===== src/rtl/demux_2bit.sv =====
// ---------------------------------------------------------------------------
// demux_2bit
//
// Registered 1-to-4 demultiplexer with a valid/ready handshake on the input
// and on each of the four outputs. A word accepted on the input stream is
// steered by `select` into a one-deep holding register for that port. The
// register presents the word until its consumer takes it. A port that is
// drained and reloaded in the same cycle delivers back-to-back words.
//
// Parameters
//   word_size    : data width of input_data and of every output_data<i>
//   count_width  : width of the accepted-word counter
//
// Ports (bit i of each 4-bit vector belongs to port i)
//   clk            in   rising-edge clock
//   reset          in   synchronous, active-high reset
//   input_data     in   word to be routed
//   select         in   destination port index 0..3
//   in_valid       in   input_data/select are valid this cycle
//   in_ready       out  the input word is taken this cycle if in_valid=1
//   output_data0-3 out  holding register of port 0..3
//   out_valid      out  holding register i holds an undelivered word
//   out_ready      in   consumer i takes output_data<i> this cycle
//   accept_count   out  words accepted since reset, modulo 2^count_width
// ---------------------------------------------------------------------------
module demux_2bit #(
    parameter int word_size   = 32,
    parameter int count_width = 16
) (
    input  logic                   clk,
    input  logic                   reset,
    input  logic [word_size-1:0]   input_data,
    input  logic [1:0]             select,
    input  logic                   in_valid,
    output logic                   in_ready,
    output logic [word_size-1:0]   output_data0,
    output logic [word_size-1:0]   output_data1,
    output logic [word_size-1:0]   output_data2,
    output logic [word_size-1:0]   output_data3,
    output logic [3:0]             out_valid,
    input  logic [3:0]             out_ready,
    output logic [count_width-1:0] accept_count
);

    localparam int num_ports = 4;

    // Each holding register is a two-state machine: EMPTY or FULL.
    typedef enum logic {
        EMPTY = 1'b0,
        FULL  = 1'b1
    } port_state_e;

    port_state_e                state_q [num_ports];
    port_state_e                state_d [num_ports];
    logic [word_size-1:0]       data_q  [num_ports];
    logic [num_ports-1:0]       load;
    logic [num_ports-1:0]       drain;
    logic                       accept;

    // -----------------------------------------------------------------------
    // Handshake decode and next-state logic.
    // in_ready looks only at the addressed port, so a full port with a
    // stalled consumer blocks just the words aimed at it. A port that is
    // being drained this cycle can take a new word at the same edge.
    // -----------------------------------------------------------------------
    always_comb begin
        // NOTE: every signal written here gets a default first; a path that
        // skipped an assignment would infer a latch.
        in_ready = ~out_valid[select] | out_ready[select];
        accept   = in_valid & in_ready;
        load     = '0;
        drain    = '0;
        for (int i = 0; i < num_ports; i++) begin
            state_d[i] = state_q[i];
            load[i]    = accept && (select == 2'(i));
            drain[i]   = out_valid[i] & out_ready[i];
            // A reload wins over a drain: the port stays FULL with new data.
            if (load[i]) begin
                state_d[i] = FULL;
            end else if (drain[i]) begin
                state_d[i] = EMPTY;
            end
        end
    end

    // -----------------------------------------------------------------------
    // State, data and counter registers.
    // -----------------------------------------------------------------------
    always_ff @(posedge clk) begin
        // NOTE: the data registers are reset along with the state bits
        // because their reset value of zero is visible on the outputs.
        if (reset) begin
            for (int i = 0; i < num_ports; i++) begin
                // NOTE: non-blocking assignments keep every register
                // updating from the values present before this edge.
                state_q[i] <= EMPTY;
                data_q[i]  <= '0;
            end
            accept_count <= '0;
        end else begin
            for (int i = 0; i < num_ports; i++) begin
                state_q[i] <= state_d[i];
                // Data only moves on a load; a drain leaves it in place.
                if (load[i]) begin
                    data_q[i] <= input_data;
                end
            end
            // Wraps silently at 2^count_width.
            if (accept) begin
                accept_count <= accept_count + 1'b1;
            end
        end
    end

    // -----------------------------------------------------------------------
    // Output mapping.
    // -----------------------------------------------------------------------
    always_comb begin
        for (int i = 0; i < num_ports; i++) begin
            out_valid[i] = (state_q[i] == FULL);
        end
    end

    assign output_data0 = data_q[0];
    assign output_data1 = data_q[1];
    assign output_data2 = data_q[2];
    assign output_data3 = data_q[3];

endmodule


===== config.mk =====
export PLATFORM = sky130hd
export DESIGN_NAME = demux_2bit
export DESIGN_NICKNAME = d
export VERILOG_FILES = /design/src/rtl/demux_2bit.sv
export SDC_FILE = /design/constraint.sdc
export NUM_CORES = 1
export LEC_CHECK = 0
export ABC_AREA = 0
export CORE_UTILIZATION = 30
export CTS_BUF_LIST = sky130_fd_sc_hd__clkbuf_2
export DETAILED_ROUTE_END_ITERATION = 8
export GPL_TIMING_DRIVEN = 0
export PLACE_DENSITY = 0.67
export SYNTH_ARGS = -nofsm -noshare
export SYNTH_HDL_FRONTEND = slang
export SYNTH_SLANG_ARGS = --single-unit

===== constraint.sdc =====
create_clock -name clk -period 7.5 [get_ports clk]
set_input_delay 2.25 -clock clk [delete_from_list [all_inputs] [get_ports clk]]
set_output_delay 2.25 -clock clk [all_outputs]
set_load 0.005 [all_outputs]

==> qor.txt <==
Post-cts hold buffer count - 0
Effective utilization at floorplan - 0.3073
Setup violations, final - 0
Worst path required time - 5.25 ns
Post-DP HPWL - 10.84 mm
Commonest non-fill, non-tap cell in the layout - clkdlybuf4s50_1
Die Ht - 140.9 µm
Ant. Diodes - 0
Arr. time, crit path - 4.48 ns
Most frequent cells in the layout - clkdlybuf4s50_1, and2_1, edfxtp_1
Clock Skews - 0.02367 ns
Yosys warning total - 0
Max Root-Sink Buffers - 2
Place WS - 0.7710 ns
Via count - 3918
TNS Setup - 0 ns
GRT Residual Overflow - 0
H-Tree Depth - 4
Post-CTS Repair Setup Buffers - 0
Largest net degree at the start of global routing - 20
Critical path class - in -> out
Gate Count Post-Synth - 398
LEAKAGE - 3.025 nW
Relative slew slack - 0.1787
DRC violations left - 0
Final setup margin - 0.7721 ns
Die W - 140.9 µm
Critical Path Start Type - input port
Hold slack - 0.5349 ns
Clock Sinks - 148
Slowest CP cell - mux4_2
Largest cells by area after synthesis - edfxtp_1, and2_1, dfxtp_1
Min Tclk post-route - 6.728 ns
Die area - 19850 µm²
Slew @ Worst Pin - 1.221 ns
GP Congestion - 0.8100
Top cell type's share of synthesized area - 0.6642
Nets - 652
Cell area after layout - 8356 µm²
Hold Vio Cnt, Final - 0
Flops & latches, synth - 148
Sequential-to-total area share from yosys stat - 0.7334
Max rail drop VDD - 0.07099 mV
Hold Crit Class - reg -> reg
Critical Path Max Stage Delay - 0.67 ns
Syn_nets - 440
Clock Root Buffer - clkbuf_2
Core area - 18830 µm²
Area after DPL - 8154 µm²
Routed WL - 15.28 mm
Clock buffer count from CTS - 17
Vias in the first global route - 4014
Final std cells w/o fill - 880
Worst path most repeated cell - clkdlybuf4s50_1
1st-iter DRT viols - 133
Vias per cell - 4.452
Post-DRT Antenna Nets - 0
PortBufs - 188
Yosys cell types - 28
Average wire per standard cell - 17.37 µm
Max cap viols - 0
Power per Cell Area - 182.3 nW/µm²
RSZ-0062 raised after global routing - no
# placed instances - 851
Worst-path fanout max - 10
Yosys top cell by area - edfxtp_1
Global-route wire length before repair - 23.43 mm
# IOs - 190
CTS tree - yes
Max Clk Rate - 148.6 MHz
Crit-path cells - clkdlybuf4s50_1 -> mux4_2 -> buf_6 -> inv_1 -> clkdlybuf4s50_1
FP Rows - 50
Mapped Area - 5787 µm²
Share of cells above drive strength 1 - 0.07903
Period utilization - 0.8970
CTS resizes - 0
Status - complete, no violations
Max-slew violations - 0
Syn avg cell area - 14.54 µm²
Area Overhead vs Synth - 44.39%
CP endpoint kind - output port
All-Layer GR Usage - 0.1596
DRT Pass-1 Iters - 4
Clock transition at the registers of the reported paths - 0.22 ns
Worst skew pair latency - 0.68 ns
Initial antenna violation count - 0
## metrics by stage
stage / util / power, W
2_1_floorplan: - / 0.0009991
3_3_place_gp: 0.4245 / 0.001117
3_5_place_dp: 0.4330 / 0.001126
4_1_cts: 0.4437 / 0.001541
5_1_grt: 0.4437 / 0.001588
6_report: 0.4437 / 0.001523
## worst max-delay path, delay by kind of cell
kind / cells / cell delay [ns]
buffers and inverters: 4 / 1.56
multiplexers: 1 / 0.67
## per-layer routing
layer  share of wire  track usage
met1            0.43       0.1973
met2            0.49       0.2689
met3           0.066      0.04721
met4          0.0090      0.04863
met5               0            0
## worst paths after layout
check                                     start         endpoint  slack (ns)  cells after the start
worst max register to register       state_q[2]    data_q[1][15]        4.46                      7
worst max-delay path                  select[1]         in_ready        0.77                      5
worst min-delay path            accept_count[5]  accept_count[5]        0.53                      2
worst min register to register  accept_count[5]  accept_count[5]        0.53                      2
## kinds of logic (layout without fill, tap and decap cells)
family / Yosys count / count (layout) / synth area share
AOI/OAI and AO/OA: 32 / 32 / 0.03373
adders and majority gates: 1 / 1 / 0.002162
buffers and inverters: 30 / 252 / 0.02357
DFF: 148 / 148 / 0.7334
muxes: 5 / 5 / 0.01167
and+or+nand+nor: 182 / 182 / 0.1955
## cells in the mapped netlist
master,instances
nand2b_1,2
mux4_2,1
buf_6,1
clkbuf_1,16
nand3_1,6
dfxtp_1,20
nor2b_1,4
nor4_1,6
ha_1,1
buf_2,1
or3_1,3
or2_2,1
edfxtp_1,128
o21ai_0,6
nor3_1,3
nand4_1,3
or4_1,9
and4_1,1
nor2_1,5
and2_1,128
a21oi_1,12
nand2_1,8
mux2_2,4
o31ai_1,9
buf_4,4
a21o_1,5
nor2b_4,3
inv_1,8
## registers in the layout, summed over array words and instances (netlist names)
register and flops:
accept_count 16, data_q 128, state_q 4
## cell type report
cell class	count	area, µm²
Fill cell	1719	10480
Inverter	8	30.03
Sequential cell	148	4244
Clock inverter	12	116.4
Buffer	22	106.4
Tap cell	260	325.3
Timing Repair Buffer	193	1994
Clock buffer	17	85.08
Multi-Input combinational cell	220	1454
## where the power goes
group / leakage [nW] / switching, W / total (W) / internal, W
combinational: 1.37 / 0.0000707 / 0.000163 / 0.0000927
sequential: 1.54 / 0.0000110 / 0.000940 / 0.000929
clock: 0.118 / 0.000277 / 0.000419 / 0.000142
total: 3.02 / 0.000359 / 0.00152 / 0.00116
No activity file was read; power rests on OpenSTA's default activity.
